`src/rtl/conv2_maxpool_relu_pkg.sv`:
```
// Shared types and helpers for the conv-2 max-pool/ReLU stage.
// Latency: n/a (package only).
// Backpressure: n/a (package only).
package conv2_maxpool_relu_pkg;

  // Pooling FSM: four reads per 2x2 window, a capture slot for the last
  // read's data, one write slot, and a finish state that pulses done.
  typedef enum logic [2:0] {
    ST_IDLE,
    ST_RD0,
    ST_RD1,
    ST_RD2,
    ST_RD3,
    ST_CAP,
    ST_WR,
    ST_FIN
  } pool_state_t;

  // Width of the conv result memory select.
  localparam int CH_SEL_WIDTH = 3;

  // Widest data word the signed-max helper can carry.
  localparam int MAX_DATA_WIDTH = 64;

  // Pooled map width: floor, so an odd last column is dropped.
  function automatic int pool_width(input int w);
    return w / 2;
  endfunction

  // Pooled map height: floor, so an odd last row is dropped.
  function automatic int pool_height(input int h);
    return h / 2;
  endfunction

  // Signed maximum; on a tie the first operand is kept.
  function automatic logic signed [MAX_DATA_WIDTH-1:0] smax(
    input logic signed [MAX_DATA_WIDTH-1:0] a,
    input logic signed [MAX_DATA_WIDTH-1:0] b
  );
    return (b > a) ? b : a;
  endfunction

endpackage

```
`src/rtl/conv2_maxpool_relu_if.sv`:
```
// Bus bundle between the pooling stage and its host: start/busy/done control,
// conv result read port (1-cycle read latency) and pool buffer write port.
// Backpressure: none; the host memories accept a read/write every cycle.
interface conv2_maxpool_relu_if
  import conv2_maxpool_relu_pkg::*;
#(
  parameter int DATA_WIDTH = 32,
  parameter int ADDR_WIDTH = 10
);

  logic                    start;
  logic [CH_SEL_WIDTH-1:0] rd_channel;
  logic [ADDR_WIDTH-1:0]   rd_addr;
  logic [DATA_WIDTH-1:0]   rd_data;
  logic                    wr_en;
  logic [ADDR_WIDTH-1:0]   wr_addr;
  logic [DATA_WIDTH-1:0]   wr_data;
  logic                    busy;
  logic                    done;

  // Host side: issues start, returns read data, sinks writes.
  modport master (
    output start,
    output rd_data,
    input  rd_channel,
    input  rd_addr,
    input  wr_en,
    input  wr_addr,
    input  wr_data,
    input  busy,
    input  done
  );

  // Pooling block side.
  modport slave (
    input  start,
    input  rd_data,
    output rd_channel,
    output rd_addr,
    output wr_en,
    output wr_addr,
    output wr_data,
    output busy,
    output done
  );

endinterface

```
`src/rtl/conv2_maxpool_relu_pool_window_addr_gen.sv`:
```
// Window walker: pc/pr/ch counters, read base and pool-buffer write address.
// Latency: addresses are combinational from the counters; counters step on advance_i.
// Backpressure: none; the caller decides when to advance.
module pool_window_addr_gen
  import conv2_maxpool_relu_pkg::*;
#(
  parameter int CONV_RESULT_WIDTH  = 10,
  parameter int CONV_RESULT_HEIGHT = 10,
  parameter int CHANNEL_NUM        = 2,
  parameter int ADDR_WIDTH         = 10
) (
  input  logic                    clk_i,
  input  logic                    rst_n_i,
  input  logic                    clear_i,
  input  logic                    advance_i,
  output logic [CH_SEL_WIDTH-1:0] ch_o,
  output logic [ADDR_WIDTH-1:0]   rd_base_o,
  output logic [ADDR_WIDTH-1:0]   wr_addr_o,
  output logic                    last_o
);

  localparam int PW = pool_width(CONV_RESULT_WIDTH);
  localparam int PH = pool_height(CONV_RESULT_HEIGHT);

  logic [ADDR_WIDTH-1:0]   pc_q;
  logic [ADDR_WIDTH-1:0]   pr_q;
  logic [CH_SEL_WIDTH-1:0] ch_q;

  logic pc_last;
  logic pr_last;
  logic ch_last;

  assign pc_last = (pc_q == ADDR_WIDTH'(PW - 1));
  assign pr_last = (pr_q == ADDR_WIDTH'(PH - 1));
  assign ch_last = (ch_q == CH_SEL_WIDTH'(CHANNEL_NUM - 1));
  assign last_o  = pc_last && pr_last && ch_last;

  // Top-left of the window is (2*pr, 2*pc) in the conv map.
  assign rd_base_o = ADDR_WIDTH'(2 * CONV_RESULT_WIDTH) * pr_q
                   + {pc_q[ADDR_WIDTH-2:0], 1'b0};

  // Channel-major pooled layout.
  assign wr_addr_o = ADDR_WIDTH'(PW * PH) * ADDR_WIDTH'(ch_q)
                   + ADDR_WIDTH'(PW) * pr_q
                   + pc_q;

  assign ch_o = ch_q;

  // Column counter wraps into row, row wraps into channel; after the final
  // window every counter is back at zero, ready for the next start.
  always_ff @(posedge clk_i or negedge rst_n_i) begin
    if (!rst_n_i) begin
      pc_q <= '0;
      pr_q <= '0;
      ch_q <= '0;
    end else if (clear_i) begin
      pc_q <= '0;
      pr_q <= '0;
      ch_q <= '0;
    end else if (advance_i) begin
      if (pc_last) begin
        pc_q <= '0;
        if (pr_last) begin
          pr_q <= '0;
          ch_q <= ch_last ? '0 : ch_q + CH_SEL_WIDTH'(1);
        end else begin
          pr_q <= pr_q + ADDR_WIDTH'(1);
        end
      end else begin
        pc_q <= pc_q + ADDR_WIDTH'(1);
      end
    end
  end

endmodule

```
`src/rtl/conv2_maxpool_relu.sv`:
```
// 2x2 stride-2 max pool + ReLU over CHANNEL_NUM conv-2 result maps into the pool buffer.
// Latency: 6 cycles per window; start->done = 6*CHANNEL_NUM*PW*PH + 2 cycles.
// Backpressure: none; start is ignored while busy or while done is high.
module conv2_maxpool_relu
  import conv2_maxpool_relu_pkg::*;
#(
  parameter int DATA_WIDTH         = 32,
  parameter int FRACTION_WIDTH     = 16,
  parameter int ADDR_WIDTH         = 10,
  parameter int CONV_RESULT_WIDTH  = 10,
  parameter int CONV_RESULT_HEIGHT = 10,
  parameter int CHANNEL_NUM        = 2
) (
  input  logic              clk_i,
  input  logic              rst_n_i,
  conv2_maxpool_relu_if.slave bus
);

  localparam int PW = pool_width(CONV_RESULT_WIDTH);
  localparam int PH = pool_height(CONV_RESULT_HEIGHT);

  // Fixed-point format passes through untouched: max and ReLU never rescale,
  // so FRACTION_WIDTH only has to describe a legal format.
  if (CONV_RESULT_WIDTH < 2 || CONV_RESULT_HEIGHT < 2 ||
      CHANNEL_NUM < 1 || CHANNEL_NUM > 8 ||
      CHANNEL_NUM * PW * PH > 2 ** ADDR_WIDTH ||
      CONV_RESULT_WIDTH * CONV_RESULT_HEIGHT > 2 ** ADDR_WIDTH ||
      DATA_WIDTH < 2 || DATA_WIDTH > MAX_DATA_WIDTH ||
      FRACTION_WIDTH < 0 || FRACTION_WIDTH >= DATA_WIDTH) begin : g_bad_params
    $error("conv2_maxpool_relu: illegal parameter combination");
  end

  pool_state_t             state_q;
  logic [CH_SEL_WIDTH-1:0] rd_channel_q;
  logic [ADDR_WIDTH-1:0]   rd_addr_q;
  logic [ADDR_WIDTH-1:0]   wr_addr_q;
  logic [DATA_WIDTH-1:0]   max_q;
  logic [DATA_WIDTH-1:0]   wr_data_q;
  logic                    wr_en_q;
  logic                    busy_q;
  logic                    done_q;
  logic                    last_q;

  logic                    start_accept;
  logic                    advance;
  logic [CH_SEL_WIDTH-1:0] gen_ch;
  logic [ADDR_WIDTH-1:0]   gen_rd_base;
  logic [ADDR_WIDTH-1:0]   gen_wr_addr;
  logic                    gen_last;
  logic [DATA_WIDTH-1:0]   max_nxt;
  logic [DATA_WIDTH-1:0]   relu_nxt;

  // A start coinciding with the done pulse belongs to the finished run.
  assign start_accept = (state_q == ST_IDLE) && bus.start && !done_q;

  // Counters step once the window's write address has been captured, so by
  // the WR slot they already point at the next window.
  assign advance = (state_q == ST_CAP);

  pool_window_addr_gen #(
    .CONV_RESULT_WIDTH  (CONV_RESULT_WIDTH),
    .CONV_RESULT_HEIGHT (CONV_RESULT_HEIGHT),
    .CHANNEL_NUM        (CHANNEL_NUM),
    .ADDR_WIDTH         (ADDR_WIDTH)
  ) u_addr_gen (
    .clk_i     (clk_i),
    .rst_n_i   (rst_n_i),
    .clear_i   (start_accept),
    .advance_i (advance),
    .ch_o      (gen_ch),
    .rd_base_o (gen_rd_base),
    .wr_addr_o (gen_wr_addr),
    .last_o    (gen_last)
  );

  // Running signed max against the word arriving this cycle, and its ReLU.
  always_comb begin
    max_nxt  = DATA_WIDTH'(smax(MAX_DATA_WIDTH'(signed'(max_q)),
                                MAX_DATA_WIDTH'(signed'(bus.rd_data))));
    relu_nxt = max_nxt[DATA_WIDTH-1] ? '0 : max_nxt;
  end

  // Window sequencer. Addresses are loaded on entry to each read state so
  // the data for the address of state RDn arrives in the following state.
  always_ff @(posedge clk_i or negedge rst_n_i) begin
    if (!rst_n_i) begin
      state_q      <= ST_IDLE;
      rd_channel_q <= '0;
      rd_addr_q    <= '0;
      wr_addr_q    <= '0;
      max_q        <= '0;
      wr_data_q    <= '0;
      wr_en_q      <= 1'b0;
      busy_q       <= 1'b0;
      done_q       <= 1'b0;
      last_q       <= 1'b0;
    end else begin
      wr_en_q <= 1'b0;
      done_q  <= 1'b0;
      case (state_q)
        ST_IDLE: begin
          // Counters are zero in IDLE (reset or wrapped), so the base is window 0.
          if (start_accept) begin
            state_q      <= ST_RD0;
            busy_q       <= 1'b1;
            rd_addr_q    <= gen_rd_base;
            rd_channel_q <= gen_ch;
          end
        end
        ST_RD0: begin
          state_q   <= ST_RD1;
          rd_addr_q <= gen_rd_base + ADDR_WIDTH'(1);
        end
        ST_RD1: begin
          state_q   <= ST_RD2;
          rd_addr_q <= gen_rd_base + ADDR_WIDTH'(CONV_RESULT_WIDTH);
          max_q     <= bus.rd_data;
        end
        ST_RD2: begin
          state_q   <= ST_RD3;
          rd_addr_q <= gen_rd_base + ADDR_WIDTH'(CONV_RESULT_WIDTH + 1);
          max_q     <= max_nxt;
        end
        ST_RD3: begin
          state_q <= ST_CAP;
          max_q   <= max_nxt;
        end
        ST_CAP: begin
          state_q   <= ST_WR;
          max_q     <= max_nxt;
          wr_en_q   <= 1'b1;
          wr_data_q <= relu_nxt;
          wr_addr_q <= gen_wr_addr;
          last_q    <= gen_last;
        end
        ST_WR: begin
          if (last_q) begin
            state_q <= ST_FIN;
          end else begin
            state_q      <= ST_RD0;
            rd_addr_q    <= gen_rd_base;
            rd_channel_q <= gen_ch;
          end
        end
        ST_FIN: begin
          state_q <= ST_IDLE;
          done_q  <= 1'b1;
          busy_q  <= 1'b0;
        end
        default: begin
          state_q <= ST_IDLE;
          busy_q  <= 1'b0;
        end
      endcase
    end
  end

  assign bus.rd_channel = rd_channel_q;
  assign bus.rd_addr    = rd_addr_q;
  assign bus.wr_en      = wr_en_q;
  assign bus.wr_addr    = wr_addr_q;
  assign bus.wr_data    = wr_data_q;
  assign bus.busy       = busy_q;
  assign bus.done       = done_q;

endmodule
```
`src/flat_wrapper.sv`:
```
// flat-port wrapper written by rule: the top's interface ports become plain ports
module conv2_maxpool_relu_flat import conv2_maxpool_relu_pkg::*;
#(
  parameter int DATA_WIDTH         = 32,
  parameter int FRACTION_WIDTH     = 16,
  parameter int ADDR_WIDTH         = 10,
  parameter int CONV_RESULT_WIDTH  = 10,
  parameter int CONV_RESULT_HEIGHT = 10,
  parameter int CHANNEL_NUM        = 2
)
  (clk_i, rst_n_i, bus_start, bus_rd_data, bus_rd_channel, bus_rd_addr, bus_wr_en, bus_wr_addr, bus_wr_data, bus_busy, bus_done);
  conv2_maxpool_relu_if #(.DATA_WIDTH(DATA_WIDTH), .ADDR_WIDTH(ADDR_WIDTH)) bus_i ();
  input  logic clk_i;
  input  logic rst_n_i;
  input wire logic [$bits(bus_i.start)-1:0] bus_start;
  input wire logic [$bits(bus_i.rd_data)-1:0] bus_rd_data;
  output wire logic [$bits(bus_i.rd_channel)-1:0] bus_rd_channel;
  output wire logic [$bits(bus_i.rd_addr)-1:0] bus_rd_addr;
  output wire logic [$bits(bus_i.wr_en)-1:0] bus_wr_en;
  output wire logic [$bits(bus_i.wr_addr)-1:0] bus_wr_addr;
  output wire logic [$bits(bus_i.wr_data)-1:0] bus_wr_data;
  output wire logic [$bits(bus_i.busy)-1:0] bus_busy;
  output wire logic [$bits(bus_i.done)-1:0] bus_done;
  assign bus_i.start = bus_start;
  assign bus_i.rd_data = bus_rd_data;
  assign bus_rd_channel = bus_i.rd_channel;
  assign bus_rd_addr = bus_i.rd_addr;
  assign bus_wr_en = bus_i.wr_en;
  assign bus_wr_addr = bus_i.wr_addr;
  assign bus_wr_data = bus_i.wr_data;
  assign bus_busy = bus_i.busy;
  assign bus_done = bus_i.done;
  conv2_maxpool_relu #(.DATA_WIDTH(DATA_WIDTH), .FRACTION_WIDTH(FRACTION_WIDTH), .ADDR_WIDTH(ADDR_WIDTH), .CONV_RESULT_WIDTH(CONV_RESULT_WIDTH), .CONV_RESULT_HEIGHT(CONV_RESULT_HEIGHT), .CHANNEL_NUM(CHANNEL_NUM)) u_core (.clk_i(clk_i), .rst_n_i(rst_n_i), .bus(bus_i));
endmodule
```
`config.mk`:
```
export PLATFORM = sky130hd
export DESIGN_NAME = conv2_maxpool_relu_flat
export DESIGN_NICKNAME = d
export VERILOG_FILES = /design/src/rtl/conv2_maxpool_relu_pkg.sv /design/src/rtl/conv2_maxpool_relu_if.sv /design/src/rtl/conv2_maxpool_relu_pool_window_addr_gen.sv /design/src/rtl/conv2_maxpool_relu.sv /design/src/flat_wrapper.sv
export SDC_FILE = /design/constraint.sdc
export NUM_CORES = 1
export LEC_CHECK = 0
export BUFFER_PORTS_ARGS = -buffer_cell sky130_fd_sc_hd__buf_2
export CORE_ASPECT_RATIO = 0.7
export CORE_UTILIZATION = 30
export CTS_CLUSTER_DIAMETER = 100
export DETAILED_ROUTE_END_ITERATION = 16
export PLACE_DENSITY_LB_ADDON = 0.1
export RECOVER_POWER = 100
export SYNTH_ARGS = -nofsm -noshare
export SYNTH_HDL_FRONTEND = slang
export SYNTH_SLANG_ARGS = --single-unit
export TNS_END_PERCENT = 50
```
`constraint.sdc`:
```
create_clock -name clk_i -period 8.2 [get_ports clk_i]
set_input_delay 0.82 -clock clk_i [delete_from_list [all_inputs] [get_ports clk_i]]
set_output_delay 0.82 -clock clk_i [all_outputs]
set_load 0.05 [all_outputs]
```
==> results.toml, run 1 <==
[global_routing]
grt-ovfl-total = 0
grt_pass1_wl_um = 39620
grt_max_degree = 43
grt_pass1_vias = 6589
track_usage_pct = 18.26
antenna_found_initial = 0

[synthesis]
synth_warnings = 0
synth_top_area_cell = "dfrtp_1"
syn_area_um2 = 8290
synth_nets = 982
ys_types = 64
ys.flop_type = "dfrtp_1"
synth_top_area_share_pct = 35.01
synth_edf_count = 0
synthTopCellsByArea = "dfrtp_1 (35%), ha_1 (12%), a221oi_2 (5.8%), a21oi_1 (4.0%), fa_1 (3.9%)"
yosysMostFrequentCell = "dfrtp_1"
synth_seq_cells = 116
ys_seq_area_share_pct = 35.01
syn_inst = 852
async_flop_share_pct = 100.0
yosys-top-cells-count = "dfrtp_1 (116), inv_1 (85), ha_1 (79), a21oi_1 (67), nand2_1 (60)"
avgSynthCellArea_um2 = 9.731

[power_and_ir_drop]
clkPwrFrac_pct = 20.1
p_sw_mw = 1.976
vdd_drop_max_mv = 0.1823
comb_power_share_pct = 55.1
powerDensity_nw_per_um2 = 431.7
p_int_mw = 2.070
leakage_nw = 4.403
seqPwrFrac_pct = 24.9
p_sw_share_pct = 48.84

[clock_network]
cts_buffer_depth = 2
cts_tree = "done"
clk_latency_ns = 0.42
hold_buffers = 0
ctsResizeCount = 0
cts-buffers-inserted = 17
cts_root_buffer = "clkbuf_16"
clock_sinks = 116
postCtsSetupBuffers = 0
htree_levels = 4
path_clk_slew_ns = 0.06

[timing]
drv_slew = 175
min_period_ns = 5.214
timing.final.crit_share_pct = 63.58
relSlewSlack_pct = -71.37
fmax_ghz = 0.1918
finalHoldViolCount = 0
tns_ns = 0
grt_setup_unrepaired = "no"
tightestPinTransition_ns = 2.571
setup_viol = 0
skew_ns = 0.006578

[routing]
first_pass_iters = 5
first_iter_violations = 445
wl_per_cell_um = 18.80
antenna_left = 0
totalWireLength_um = 24480
drc = 0
vias_per_cell = 5.130
via_count = 6679

[die]
die_w_um = 200.7
die-height_um = 141.1
core_area_um2 = 26960
io-pin-count = 93
start_util_pct = 30.75
dieArea_um2 = 28310
num_rows = 50

[final_layout]
fin_area_um2 = 9371
post-route-util_pct = 34.76
multiInputGateArea_um2 = 4624
final_net_count = 1055
syn_to_final_growth_pct = 13.04
drive_gt1_share_pct = 9.062
num-fill-cells = 2827
final-seq-area_um2 = 2903
num_antenna_cells = 0

[run_status]
failed_checks = "max-capacitance violations, max-slew violations"
status = "complete, but fails checks"

[setup_path]
cpPeakStageDelay_ns = 2.05
cp_slowest_cell = "nor4b_1"
endpoint_kind = "register"
critPathMaxFanout = 42
worstSetupPathType = "reg2reg"
start_kind = "register"
cp_cell_sequence = "clkbuf_1 > nor4b_1 > nor2_1 > nor2_1 > o21ai_0 > nand2_1 > o21ai_0"
cp.arrival_ns = 5.50
path_buf_inv = 1
crit_family = "simple AND/OR/NAND/NOR gates"
worstPathRequired_ns = 8.49

[placement]
gp_congestion = 0.7628
post_dp_cell_area_um2 = 9054
portBuffers = 91
dpl.hpwl_um = 17430

[min_path]
hp-class = "reg2reg"

[run]
cap_violations = 5
==> through the flow <==
stage	setup slack, ns	power (mW)	hold WS [ns]	cells
floorplan	4.668	2.886	0.4780	852
global placement	3.300	3.438	0.4566	1270
detailed placement	3.346	3.426	0.4643	1270
CTS	3.805	4.266	0.4121	1302
global route	2.545	4.374	0.5167	1302
finish	2.986	4.045	0.4739	1302
==> cell type report <==
type,instances,share of cell area [%]
flip-flops and latches,116,30.97
well taps,364,4.860
multi-input cells,603,49.35
repair buffers,101,4.686
clock buffers,22,5.060
inverters,86,3.445
clock inverters,10,1.629
==> final timing paths <==
check                                       from                   endpoint  slack [ns]  depth (start not counted)
max                            u_core.state_q[0]  u_core.u_addr_gen.pr_q[7]        2.99                          7
min                        u_core.bus.wr_addr[2]      u_core.bus.wr_addr[2]        0.47                          2
max reg2reg                    u_core.state_q[0]  u_core.u_addr_gen.pr_q[7]        2.99                          7
min reg2reg                u_core.bus.wr_addr[2]      u_core.bus.wr_addr[2]        0.47                          2
max in group asynchronous                rst_n_i      u_core.bus.wr_addr[3]        3.91                          2
min in group asynchronous                rst_n_i          u_core.state_q[2]        1.20                          1
==> per-layer routing <==
layer	vias up	wire length [µm]	GRT usage, %
met5	-	0	0
met4	0	229	4.701
met3	18	958	3.675
met2	172	9201	23.50
met1	3242	14090	29.66
li1	3247	-	-
==> worst register-to-register path, stage by stage, from the launching register on <==
cell	delay, ns
dfrtp_1	0.37
clkbuf_1	0.83
nor4b_1	2.05
nor2_1	0.41
nor2_1	0.99
o21ai_0	0.23
nand2_1	0.12
o21ai_0	0.08
==> power by group through the flow <==
| stage | Clock, mW | Sequential (mW) | Combinational [mW] |
|---|---|---|---|
| after floorplan | 0 | 1.33 | 1.56 |
| after global placement | 0 | 1.01 | 2.43 |
| after detailed placement | 0 | 1.01 | 2.42 |
| after CTS | 0.833 | 1.00 | 2.43 |
| after global routing | 0.857 | 1.04 | 2.47 |
| final | 0.812 | 1.01 | 2.23 |
==> sequential cells by signal, indices dropped and copies added (netlist names), 3 cells and up <==
name and count:
u_core.state_q 3, u_core.max_q 32, u_core.u_addr_gen.pr_q 10, u_core.u_addr_gen.ch_o 3, u_core.bus.wr_addr 10, u_core.bus.wr_data 31, u_core.u_addr_gen.pc_q 10, u_core.bus.rd_addr 10
u_core.bus.rd_channel 3
==> cells in the final DEF, fill, tap and decap left out, types with 3 or more instances in the layout <==
master / n
fa_1: 16
buf_2: 33
nor2b_1: 3
nor2_1: 30
and2_1: 31
nand2_1: 60
clkinv_2: 5
clkbuf_8: 3
buf_4: 5
mux2_2: 5
nor4b_1: 3
nand3_1: 11
or2_2: 4
a221oi_1: 30
inv_1: 86
bufinv_16: 4
and3_1: 11
o31ai_1: 36
nor3_1: 8
dfrtp_1: 116
nand4_1: 13
xor2_1: 4
nor4_1: 3
clkbuf_16: 17
o21ai_0: 41
a21o_1: 40
a221o_1: 31
xnor2_1: 25
o21a_1: 4
a21oi_1: 67
clkbuf_1: 65
ha_1: 79
or3_1: 5
==> cells by family after synthesis <==
logic type | synth area share (%)
buf+inv | 6.897
compound gates | 25.51
flops | 35.01
simple gates | 12.62
other cells | 0.04523
fa+ha+maj | 15.79
mux | 0.7998
xor+xnor | 3.335
(Power assumes the default switching activity.)
==> run 2, diff against run 1 <==
ABC_AREA = 1   (was unset)
clock period = 4.3 ns   (was 8.2 ns; I/O delays follow)
==> results.toml, run 2 <==
[placement]
dpl.hpwl_um = 17570
pre_cts_slack_ns = 0.4029
portBuffers = 91
place_inst = 1460
gp_congestion = 0.8036
post_dp_cell_area_um2 = 8846

[timing]
tightestPinTransition_ns = 2.875
worst_slack_ns = 0.4107
setup_viol = 0
timing.final.crit_share_pct = 90.45
drv_slew = 119
skew_ns = 0.008455
grt_setup_unrepaired = "no"
finalHoldViolCount = 0
tns_ns = 0
relSlewSlack_pct = -91.64
min_period_ns = 3.889
fmax_ghz = 0.2571

[final_layout]
layout.cells.most_common = "nand2_1"
fin_area_um2 = 9350
drive_gt1_share_pct = 7.672
num_antenna_cells = 0
num-fill-cells = 2768
syn_to_final_growth_pct = 17.13
final-seq-area_um2 = 2903
final_net_count = 1252
max_flop_register = "u_core.max_q"
fin_cells = 1491
mostFrequentLayoutCells = "nand2_1 (283), inv_1 (128), nand3_1 (121)"
multiInputGateArea_um2 = 4392
largest_reg_flops = 32

[clock_network]
cts_tree = "done"
postCtsSetupBuffers = 0
ctsResizeCount = 0
cts_buffer_depth = 2
clk_latency_ns = 0.42
hold_buffers = 0
htree_levels = 4
cts-buffers-inserted = 17
cts_root_buffer = "clkbuf_16"
clock_sinks = 116
path_clk_slew_ns = 0.06

[global_routing]
antenna_found_initial = 0
grt_pass1_wl_um = 40210
grt_pass1_vias = 6932
grt_max_degree = 50
grt-ovfl-total = 0
track_usage_pct = 19.24

[synthesis]
synth_edf_count = 0
ys_seq_area_share_pct = 36.36
async_flop_share_pct = 100.0
synth_top_area_share_pct = 36.36
ys_types = 39
syn_inst = 1037
syn_area_um2 = 7983
yosysMostFrequentCell = "nand2_1"
ys.flop_type = "dfrtp_1"
synth_seq_cells = 116
synth_nets = 1167
synth_warnings = 0
synth_top_area_cell = "dfrtp_1"
synthTopCellsByArea = "dfrtp_1 (36%), nand2_1 (13%), ha_1 (12%), nand3_1 (7.6%), inv_1 (5.9%)"
avgSynthCellArea_um2 = 7.698
yosys-top-cells-count = "nand2_1 (281), inv_1 (125), nand3_1 (121), dfrtp_1 (116), ha_1 (79)"

[run_status]
status = "complete, but fails checks"
failed_checks = "max-capacitance violations, max-slew violations"

[die]
die-height_um = 138.5
dieArea_um2 = 27280
num_rows = 49
io-pin-count = 93
die_w_um = 197.0
core_area_um2 = 25930
start_util_pct = 30.78

[setup_path]
endpoint_kind = "register"
worstSetupPathType = "reg2reg"
cp_cell_sequence = "ha_1 > inv_1 > fa_1 > inv_1 > ha_1 > inv_1 > fa_1 > inv_1 > ha_1 > nand3_1 > nand3_1 > nand2_1 > nand2_1 > a21oi_1 > nor2_1 > nor2_1 > o21bai_1 > or2_2 > nand3_1 > nand2_1"
cp_slowest_cell = "fa_1"
crit_path_frequent_cell = "inv_1"
start_kind = "register"
critPathMaxFanout = 5
worstPathRequired_ns = 4.61
cp.arrival_ns = 4.20
cpPeakStageDelay_ns = 0.51

[routing]
first_pass_iters = 5
drc = 0
met3_length_um = 1388
vias_per_cell = 4.743
via_count = 7072
first_iter_violations = 420
totalWireLength_um = 24950
wl_met2_um = 9119
wl_per_cell_um = 16.74
wl_met1_um = 14180
antenna_left = 0
maxUsedRoutingLayer = "met4"

[min_path]
hp-class = "in2reg"

[run]
cap_violations = 3
==> run 2: worst max-delay path: cells and delay by family, from the launching register on <==
kind | cells | cell delay (ns)
adder cells (fa/ha/maj) | 5 | 1.94
buffers and inverters | 4 | 0.20
flip-flops | 1 | 0.45
AND/OR/NAND/NOR | 9 | 0.88
AO/OA/AOI/OAI | 2 | 0.31
==> run 2: cell type report <==
class | count | share of cell area [%]
inverter | 130 | 5.219
sequential | 116 | 31.05
multi-input combinational | 749 | 46.97
clock inverter | 10 | 1.633
tap | 357 | 4.777
timing repair buffer | 108 | 5.219
clock buffer | 21 | 5.138
==> run 2: final timing paths <==
check	from	endpoint	slack, ns	cells after the start
worst max-delay path	u_core.u_addr_gen.pr_q[3]	u_core.bus.wr_addr[9]	0.41	20
worst min-delay path	bus_rd_data[23]	u_core.max_q[23]	0.30	3
worst max register to register	u_core.u_addr_gen.pr_q[3]	u_core.bus.wr_addr[9]	0.41	20
worst min register to register	u_core.bus.wr_addr[0]	u_core.bus.wr_addr[0]	0.47	2
max in group asynchronous	rst_n_i	u_core.bus.wr_data[1]	1.04	2
min in group asynchronous	rst_n_i	u_core.bus.rd_addr[4]	0.94	1
==> run 2: logic make-up (layout without fill, tap and decap cells) <==
family | after synthesis | after routing | synth area share (%)
AOI/OAI and AO/OA | 117 | 117 | 7.853
xor gates and xnor gates | 25 | 25 | 2.743
adders and majority gates | 95 | 95 | 16.40
buffers and inverters | 172 | 269 | 8.323
DFF | 116 | 116 | 36.36
other | 1 | 1 | 0.04698
and+or+nand+nor | 511 | 511 | 28.28
==> run 2: per-layer routing <==
layer / global-route usage (%) / vias to the layer above
met5: 0 / -
li1: - / 3587
met1: 31.43 / 3274
met3: 4.172 / 22
met2: 24.40 / 189
met4: 5.141 / 0
==> run 2: metrics by stage <==
step | hold WS [ns] | utilization, %
final | 0.2958 | 36.05
after global routing | 0.2957 | 36.05
after CTS | 0.06021 | 36.55
after detailed placement | 0.4539 | 34.11
after global placement | 0.4501 | 34.11
after floorplan | 0.1344 | -
Power of run 2 is left out: the tool's default activity adds up to more than one toggle a clock period on the data nets, which glitch-free logic cannot reach.
